--- src/rtl/waveform_defs.sv ---
// Shared LUT geometry and loader state encodings for the waveform loader.
package waveform_defs;

    localparam int LUT_ADDR_W       = 14;
    localparam int LUT_DEPTH        = 1 << LUT_ADDR_W;
    localparam int ENTRY_W          = 2;
    localparam int ENTRIES_PER_BYTE = 8 / ENTRY_W;

    typedef enum logic [1:0] {
        ST_IDLE   = 2'd0,
        ST_LOAD   = 2'd1,
        ST_VERIFY = 2'd2,
        ST_FINISH = 2'd3
    } state_t;

    // Entry i of a packed byte sits at bits [2i+1:2i], LSB pair first.
    function automatic logic [ENTRY_W-1:0] slot_entry(input logic [7:0] b, input logic [1:0] slot);
        return b[{slot, 1'b0} +: ENTRY_W];
    endfunction

endpackage

--- src/rtl/wave_byte_unpack.sv ---
// Byte holding register that emits its four 2-bit entries one per cycle,
// and takes the next byte on the same cycle its last entry goes out.
module wave_byte_unpack
    import waveform_defs::*;
(
    input  logic               clk,
    input  logic               rst,
    input  logic               i_en,
    input  logic               i_clear,
    input  logic               i_last,
    input  logic               i_valid,
    input  logic [7:0]         i_data,
    output logic               o_ready,
    output logic               o_accept,
    output logic               o_wr,
    output logic [ENTRY_W-1:0] o_entry
);

    logic [7:0] r_buf;
    logic [1:0] r_slot;
    logic       r_full;
    logic       w_slot3;

    assign w_slot3  = (r_slot == 2'd3);
    assign o_wr     = i_en & r_full;
    // Refill overlaps the slot-3 write, except on the final table entry.
    assign o_ready  = i_en & (~r_full | (w_slot3 & ~i_last));
    assign o_accept = o_ready & i_valid;
    assign o_entry  = slot_entry(r_buf, r_slot);

    always_ff @(posedge clk) begin
        if (rst || i_clear) begin
            r_buf  <= 8'h00;
            r_slot <= 2'd0;
            r_full <= 1'b0;
        end else if (o_accept) begin
            r_buf  <= i_data;
            r_slot <= 2'd0;
            r_full <= 1'b1;
        end else if (o_wr) begin
            r_slot <= r_slot + 2'd1;
            if (w_slot3)
                r_full <= 1'b0;
        end
    end

endmodule

--- src/rtl/waveform_loader.sv ---
// Streams packed waveform bytes into the LUT B port, tracks checksum and validity.
// Optional readback verify pass is built when WAVEFORM_VERIFY_EN is defined.
module waveform_loader
    import waveform_defs::*;
#(
    parameter int ADDR_W = LUT_ADDR_W
) (
    input  logic               clk,
    input  logic               rst,
    input  logic               start,
    input  logic               abort,
    input  logic [7:0]         s_data,
    input  logic               s_valid,
    output logic               s_ready,
    output logic               lut_we,
    output logic [ADDR_W-1:0]  lut_addr,
    output logic [ENTRY_W-1:0] lut_din,
    input  logic [ENTRY_W-1:0] lut_dout,
    output logic               busy,
    output logic               done,
    output logic               table_valid,
    output logic               error,
    output logic [15:0]        checksum
);

    state_t             r_state, w_next;
    logic [ADDR_W-1:0]  r_addr;
    logic [15:0]        r_checksum;
    logic               r_table_valid;
    logic               w_busy, w_done;
    logic               w_start_ok, w_abort, w_clear, w_last;
    logic               w_wr, w_accept, w_en;
    logic [ENTRY_W-1:0] w_entry;
    logic               w_enter_finish, w_fail;

    assign w_start_ok = (r_state == ST_IDLE) & start & ~abort;
    assign w_abort    = (r_state != ST_IDLE) & abort;
    assign w_clear    = w_start_ok | w_abort;
    assign w_last     = (r_addr == {ADDR_W{1'b1}});
    assign w_en       = (r_state == ST_LOAD) & ~abort;

    wave_byte_unpack u_unpack (
        .clk      (clk),
        .rst      (rst),
        .i_en     (w_en),
        .i_clear  (w_clear),
        .i_last   (w_last),
        .i_valid  (s_valid),
        .i_data   (s_data),
        .o_ready  (s_ready),
        .o_accept (w_accept),
        .o_wr     (w_wr),
        .o_entry  (w_entry)
    );

`ifdef WAVEFORM_VERIFY_EN
    // Readback: issue reads 0..max, data lands one cycle later and is repacked.
    logic [ADDR_W:0] r_vcnt;
    logic            r_rd_vld;
    logic [1:0]      r_rd_slot;
    logic [5:0]      r_pack;
    logic [15:0]     r_vsum;
    logic            r_error;
    logic            w_vdone, w_mismatch;
    logic [7:0]      w_byte;

    assign w_vdone        = (r_state == ST_VERIFY) & r_vcnt[ADDR_W];
    assign w_byte         = {lut_dout, r_pack};
    assign w_mismatch     = (16'(r_vsum + {8'h00, w_byte}) != r_checksum);
    assign w_enter_finish = w_vdone & ~abort;
    assign w_fail         = w_mismatch;
    assign lut_addr       = (r_state == ST_VERIFY) ? r_vcnt[ADDR_W-1:0] : r_addr;
    assign error          = r_error;

    always_ff @(posedge clk) begin
        if (rst || r_state != ST_VERIFY) begin
            r_vcnt    <= '0;
            r_rd_vld  <= 1'b0;
            r_rd_slot <= 2'd0;
            r_pack    <= 6'd0;
            r_vsum    <= 16'h0000;
        end else begin
            if (!r_vcnt[ADDR_W])
                r_vcnt <= r_vcnt + 1'b1;
            r_rd_vld  <= ~r_vcnt[ADDR_W];
            r_rd_slot <= r_vcnt[1:0];
            if (r_rd_vld) begin
                if (r_rd_slot == 2'd3)
                    r_vsum <= r_vsum + {8'h00, w_byte};
                else
                    r_pack[{r_rd_slot, 1'b0} +: 2] <= lut_dout;
            end
        end
    end

    always_ff @(posedge clk) begin
        if (rst || w_start_ok)
            r_error <= 1'b0;
        else if (w_enter_finish && w_mismatch)
            r_error <= 1'b1;
    end
`else
    logic w_unused_dout;

    assign w_unused_dout  = ^lut_dout;
    assign w_enter_finish = (r_state == ST_LOAD) & w_wr & w_last & ~abort;
    assign w_fail         = 1'b0;
    assign lut_addr       = r_addr;
    assign error          = 1'b0;
`endif

    always_comb begin
        w_next = r_state;
        w_busy = (r_state != ST_IDLE);
        w_done = 1'b0;
        case (r_state)
            ST_IDLE:   if (w_start_ok) w_next = ST_LOAD;
            ST_LOAD:   if (w_wr && w_last) begin
`ifdef WAVEFORM_VERIFY_EN
                           w_next = ST_VERIFY;
`else
                           w_next = ST_FINISH;
`endif
                       end
`ifdef WAVEFORM_VERIFY_EN
            ST_VERIFY: if (w_vdone) w_next = ST_FINISH;
`endif
            ST_FINISH: begin
                w_next = ST_IDLE;
                w_done = ~abort;
            end
            default:   w_next = ST_IDLE;
        endcase
        if (w_abort)
            w_next = ST_IDLE;
    end

    always_ff @(posedge clk) begin
        if (rst) begin
            r_state       <= ST_IDLE;
            r_addr        <= '0;
            r_checksum    <= 16'h0000;
            r_table_valid <= 1'b0;
        end else begin
            r_state <= w_next;
            if (w_start_ok) begin
                r_addr        <= '0;
                r_checksum    <= 16'h0000;
                r_table_valid <= 1'b0;
            end else begin
                if (w_wr)
                    r_addr <= r_addr + 1'b1;
                if (w_accept)
                    r_checksum <= r_checksum + {8'h00, s_data};
                if (w_abort)
                    r_table_valid <= 1'b0;
                else if (w_enter_finish)
                    r_table_valid <= ~w_fail;
            end
        end
    end

    assign lut_we      = w_wr;
    assign lut_din     = w_entry;
    assign busy        = w_busy;
    assign done        = w_done;
    assign table_valid = r_table_valid;
    assign checksum    = r_checksum;

endmodule

--- config.mk ---
export PLATFORM = sky130hd
export DESIGN_NAME = waveform_loader
export DESIGN_NICKNAME = d
export VERILOG_FILES = /design/src/rtl/waveform_defs.sv /design/src/rtl/wave_byte_unpack.sv /design/src/rtl/waveform_loader.sv
export SDC_FILE = /design/constraint.sdc
export NUM_CORES = 1
export LEC_CHECK = 0
export ABC_CLOCK_PERIOD_IN_PS = 3100
export CAP_MARGIN = 20
export CORE_MARGIN = 8
export CORE_UTILIZATION = 53
export DETAILED_ROUTE_END_ITERATION = 7
export GPL_ROUTABILITY_DRIVEN = 0
export HOLD_SLACK_MARGIN = 0.15
export PLACE_DENSITY_LB_ADDON = 0.08
export SLEW_MARGIN = 0
export SYNTH_ARGS = -nofsm -noshare
export SYNTH_HDL_FRONTEND = slang
export SYNTH_SLANG_ARGS = --single-unit
--- constraint.sdc ---
create_clock -name clk -period 3.1 [get_ports clk]
set_input_delay 0.31 -clock clk [delete_from_list [all_inputs] [get_ports clk]]
set_output_delay 0.31 -clock clk [all_outputs]
set_load 0.05 [all_outputs]
Yosys cells after proc, flatten, opt, wreduce, memory -nomap -nowiden
Index checks and enable logic that the tools add are counted.
{"block": "word_totals", "regBits": 44, "latchBits": 0, "ram_bits": 0, "romBits": 0, "input_bits": 15, "output_inout_bits": 38, "word_cells": 52, "n_memories": 0}
{"block": "op_classes", "n_addsub": 3, "mul": 0, "n_div": 0, "n_lt_le_gt_ge": 0, "n_eq_ne": 6, "n_shift": 1, "muxes": 7, "n_bitwise": 16, "reduce_logical": 12}
{"op": "$add 16x8->16", "n": 1}
{"op": "$add 14x1->14 const B", "n": 1}
{"op": "$eq 14x14->1 const B", "n": 1}
{"op": "$and 1x1->1", "n": 11}
{"op": "$shiftx 8x4->2", "n": 1}
{"op": "$reduce_bool 2->1", "n": 3}
{"op": "$reduce_or 2->1", "n": 3}
{"op": "$eq 2x2->1 const B", "n": 2}
{"op": "$mux 1", "n": 4}
{"op": "$mux 2", "n": 2}
{"op": "$pmux 2 s2", "n": 1}
{"op": "$reduce_and 2->1", "n": 2}
{"op": "$not 1->1", "n": 3}
{"op": "$reduce_or 3->1", "n": 1}
{"op": "$add 2x1->2 const B", "n": 1}
{"op": "$eq 2x1->1 const B", "n": 1}
{"op": "$logic_not 2->1", "n": 1}
{"op": "$ne 2x1->1 const B", "n": 1}
{"op": "$ne 2x2->1 const B", "n": 1}
{"op": "$or 1x1->1", "n": 2}
{"op": "$logic_and 1x1->1", "n": 1}
{"op": "$logic_or 1x1->1", "n": 1}

Logic depth before layout (Yosys ltp)
Gate-level depths: netlist of the first run.
{"block": "logic_depth", "depth_word": 8, "mapped_depth": 9, "ltp_nobuf": 8}

Cells and area by module
Synthesis of the first run repeated with hierarchy kept, for this count alone.
{"block": "hier_totals", "cells_unflattened": 264, "hier_area_um2": 2364.8}
{"module": "waveform_loader", "instances": 1, "cells_per_inst": 211, "area_each_um2": 1806.7, "seq_area_each_um2": 660.6}
{"module": "wave_byte_unpack", "instances": 1, "cells_per_inst": 53, "area_each_um2": 558.0, "seq_area_each_um2": 220.2}

Least setup slack after synthesis of the first run
OpenSTA, ideal clock, no wires.
{"block": "synth_timing", "kind": "reg2reg", "startpoint": "register r_checksum[0] (netlist: checksum[0])", "endpoint": "register r_checksum[10] (netlist: checksum[10])", "t_arrival_ns": 2.289, "required_ns": 3.030, "setup_slack_ns": 0.741, "stages_incl_launch_ff": 9, "n_path_buf": 0, "period_less_slack_ns": 2.359, "cell_sequence": "dfxtp_1 > ha_1 > inv_1 > fa_1 > nor2b_1 > o31ai_1 > a21o_1 > or4_1 > a21oi_1"}
{"block": "synth_between", "elab_chain_cells": 1}
{"element": "start: declaration", "line": "waveform_loader.sv:28", "rtl": "logic [15:0] r_checksum;"}
{"element": "start signal: assignment", "line": "waveform_loader.sv:154", "rtl": "r_checksum <= r_checksum + {8'h00, s_data};"}
{"element": "$add 16x8->16", "line": "waveform_loader.sv:154"}
No other way between the ends.
A chain may end at the register's enable or synchronous reset.

Worst setup path after layout of the first run
{"block": "layout_timing", "startpoint": "register r_addr[0] (netlist: lut_addr[0])", "endpoint": "output port s_ready"}
{"block": "layout_between", "elab_chain_cells": 5}
{"element": "start: declaration", "line": "waveform_loader.sv:27", "rtl": "logic [ADDR_W-1:0] r_addr;"}
{"element": "start signal: assignment", "line": "waveform_loader.sv:152", "rtl": "r_addr <= r_addr + 1'b1;"}
{"element": "$eq 14x14->1", "line": "waveform_loader.sv:39", "rtl": "assign w_last = (r_addr == {ADDR_W{1'b1}});"}
{"element": "$not 1->1", "line": "wave_byte_unpack.sv:27", "rtl": "assign o_ready = i_en & (~r_full | (w_slot3 & ~i_last));"}
{"element": "$and 1x1->1", "line": "wave_byte_unpack.sv:27"}
{"element": "$or 1x1->1", "line": "wave_byte_unpack.sv:27"}
{"element": "$and 1x1->1", "line": "wave_byte_unpack.sv:27"}
{"element": "end: declaration", "line": "waveform_loader.sv:14", "rtl": "output logic s_ready,"}
No other way between the ends.

==> results by group, run 1 <==
STA
  • RSZ-0062 raised after global routing: false
  • Pins over their slew limit: 0
  • Worst rel slew slack: 0.4139
  • Final total negative setup slack: 0 ns
  • Actual slew at the worst max-slew pin: 0.8792 ns
  • Highest clock rate: approximately 370 MHz
  • Final cycle utilization of the critical path: 0.8737
  • Endpoints failing hold: 0
  • Worst-case clock skew: 0.004355 ns
  • Worst setup slack after layout: ~0.39 ns
  • Final critical path time including I/O delays and setup: 2.708 ns
  • Number of setup violations in the final report: 0

Layout
  • Filler cell count: about 330
  • Final std cells w/o fill: 364
  • Area of combinational cells with multiple inputs: 1245 µm²
  • Layout Utilization: 0.7124
  • Register area: 880.8 µm²
  • Layout overhead on the synthesized area: 29.17%
  • Ant diodes: 0
  • Layout cells sized above 1: 0.07006
  • Nets@finish: 339

Die
  • Cell Rows: 23
  • Die width: 80.75 µm
  • Total Die Area: about 6500 µm²
  • IO Pins: between 50 and 60
  • Starting density of the core: 0.5516
  • Placeable Area: 4029 µm²
  • Die boundary height: 80.75 µm

Placement
  • Total half-perimeter wirelength after legalization and detailed placement: 3961 µm
  • Number of buffers inserted by port buffering: between 40 and 50
  • Cell total after placement: 356
  • Placement Setup Slack: 0.4850 ns

Logic synthesis
  • Most instantiated library cell after synthesis: dfxtp_1
  • Avg Synthesized Cell Area: 8.417 µm²
  • Share of the synthesized area in the top cell type: 0.3964
  • Share of synthesized flip-flops with an asynchronous set or reset: 0
  • Top flip-flop cell by instance count after synthesis: dfxtp_1
  • Cell taking the most area after synthesis: dfxtp_1
  • Sequential share of the synthesized area: 0.3964
  • Post-Syn Instances: approximately 260
  • Ranking of synthesized cells by area: dfxtp_1 40%, a21oi_1 6.8%, nand2_1 6.1%, ha_1 5.6%, xnor2_1 5.5%
  • Post-Syn Area: 2222 µm²
  • Flip-flop and latch count after synthesis: 44
  • Number of enable-type register cells in the synthesized netlist: 0
  • Count of different cell masters after synthesis: 44
  • Synth warn: 0
  • Mapped Nets: 290
  • Commonest cells in the netlist: 44 x dfxtp_1, 36 x nand2_1, 30 x a21oi_1

Clocking
  • Post-CTS sizing: 0
  • Setup bufs post-CTS: 0
  • Count of hold-fix buffers inserted at cts: 0
  • CTS max path bufs: 2
  • Clock latency on the worst-skew pair: approximately 0.31 ns
  • Post-CTS clock slew at the launch and capture registers of the worst setup and hold paths: around 0.090 ns
  • TritonCTS Buffers: 5
  • TritonCTS clock tree: built
  • Number of sinks driven by the clock tree: 44
  • Buffer type at the clock tree root: clkbuf_8
  • H-tree depth: 2

Setup path
  • Max Fanout on Critical Path: 5
  • Data required, critical path: 2.79 ns
  • Termination of the worst setup path: s_ready
  • Data arrival time at the worst-slack endpoint: 2.40 ns
  • Type of element launching the critical path: flop
  • Critical R2R Launch: lut_addr[0]
  • Crit path capture type: output pin
  • Category of the most critical setup path: reg -> out
  • RR Endpoint: u_unpack.r_buf[4]
  • Internal reg-to-reg setup slack: 0.44 ns
  • Origin of the worst setup path: lut_addr[0]
  • Count of cells along the worst register-to-register path: 7

GRT
  • Total overflow reported by the global router: 0
  • Number of antenna violations at the first check in global routing: 0
  • First-pass GRT wire length: 8825 µm
  • Aggregate global-route resource usage: 0.1707
  • Pin count of the biggest net entering global routing: 20
  • Via count of the first global-routing pass: 1955

Routing
  • Final wirelength: 5390 µm
  • DRT Pass-1 Iters: 4
  • Remaining DRCs: 0
  • Vias after detailed routing: 2056
  • DR iter-0 viols: 135
  • Vias per cell: 5.648
  • DRT antenna net count: 0
  • Wire per inst: ~15 µm

Pwr
  • Reported leakage power: 0.9452 nW
  • Power density over the cells: 388.6 nW/µm²
  • Maximum VDD drop: ~0.00026 V

Outcome
  • Result of the run: finished clean

Job
  • Max-cap violations: 0

Min path
  • Tightest Hold Check Type: reg -> reg
-- stage by stage --
step           power (mW)  cell area [µm²]  hold WS, ns
2_1_floorplan      0.6371             2222       0.3824
3_3_place_gp       0.6701             2755       0.4383
3_5_place_dp       0.6712             2755       0.4409
4_1_cts             1.122             2870       0.4545
5_1_grt             1.153             2870       0.4773
6_report            1.115             2870       0.4503
-- kinds of logic after synthesis --
logic type	synth area share
flip-flops	0.3964
buffers and inverters	0.04617
AO/OA/AOI/OAI	0.1554
other	0.001688
multiplexers	0.02928
XOR/XNOR	0.06307
AND/OR/NAND/NOR	0.2427
adder cells (fa/ha/maj)	0.06532
-- flip-flops by register name (all words and copies together) (netlist names) --
signal and count:
u_unpack.r_buf 8, lut_addr 14, u_unpack.r_slot 2, r_state 2
u_unpack.r_full 1, checksum 16, table_valid 1
-- power breakdown --
| group | total [mW] | internal, mW | switching [mW] |
|---|---|---|---|
| registers | 0.570 | 0.568 | 0.00258 |
| logic | 0.0881 | 0.0361 | 0.0520 |
| clock network | 0.457 | 0.243 | 0.214 |
| total | 1.12 | 0.847 | 0.269 |
-- cells in the final DEF, fill, tap and decap left out, types with 2 or more instances in the layout --
cell type | netlist | final
clkdlybuf4s50_1 | 0 | 48
dfxtp_1 | 44 | 44
nand2_1 | 36 | 36
a21oi_1 | 30 | 30
nor2_1 | 23 | 23
xnor2_1 | 14 | 14
inv_1 | 11 | 11
ha_1 | 10 | 10
or4_1 | 8 | 8
o31ai_1 | 8 | 8
nand4_1 | 7 | 7
nor3_1 | 7 | 7
nand3_1 | 6 | 6
o21ai_0 | 6 | 6
buf_4 | 1 | 6
a21o_1 | 5 | 5
clkbuf_8 | 0 | 5
or2_2 | 4 | 4
nor4_1 | 3 | 3
or3_1 | 3 | 3
mux4_2 | 2 | 2
nor4b_1 | 2 | 2
and2_1 | 2 | 2
mux2i_1 | 2 | 2
xor2_1 | 2 | 2
-- metal layers --
layer  global-route usage  vias to the layer above  routed length (µm)
met5                    0                        -                   0
met4              0.08036                        0                 112
met3              0.04525                       10                 326
met2               0.2823                       44                2550
met1               0.2018                      970                2400
li1                     -                     1032                   -
-- worst min-delay path by stage --
stage,from,to,slack (ns),cells past startpoint
detailed placement,table_valid,table_valid,0.44,2
CTS,table_valid,table_valid,0.45,2
global placement,table_valid,table_valid,0.44,2
finish,table_valid,table_valid,0.45,2
global route,u_unpack.r_buf[3],u_unpack.r_buf[3],0.48,2
floorplan,rst,r_state[1],0.38,1
-- area by class of cell --
cell class,count,area share
Sequential cell,44,0.3069
Inverter,11,0.01439
Timing Repair Buffer,54,0.1831
Multi-Input combinational cell,197,0.4337
Clock buffer,5,0.02398
Clock inverter,3,0.01613
Tap cell,50,0.02180
-- worst max-delay path: stages (launching register included) --
cell and delay [ns]:
dfxtp_1 0.43, ha_1 0.24, nand4_1 0.12, nor4_1 0.50, nor2_1 0.09, clkdlybuf4s50_1 0.72
Power figures use the tool's default switching activity.
==> inputs of run 2 (changes only) <==
--- a/config.mk
+++ b/config.mk
@@ -6,7 +6,7 @@
 export NUM_CORES = 1
 export LEC_CHECK = 0
 export ABC_CLOCK_PERIOD_IN_PS = 3100
-export CAP_MARGIN = 20
+export CAP_MARGIN = 10
 export CORE_MARGIN = 8
 export CORE_UTILIZATION = 53
 export DETAILED_ROUTE_END_ITERATION = 7
==> results of run 2 <==
No change in the layout: final DEF, timing and power equal those of run 1.
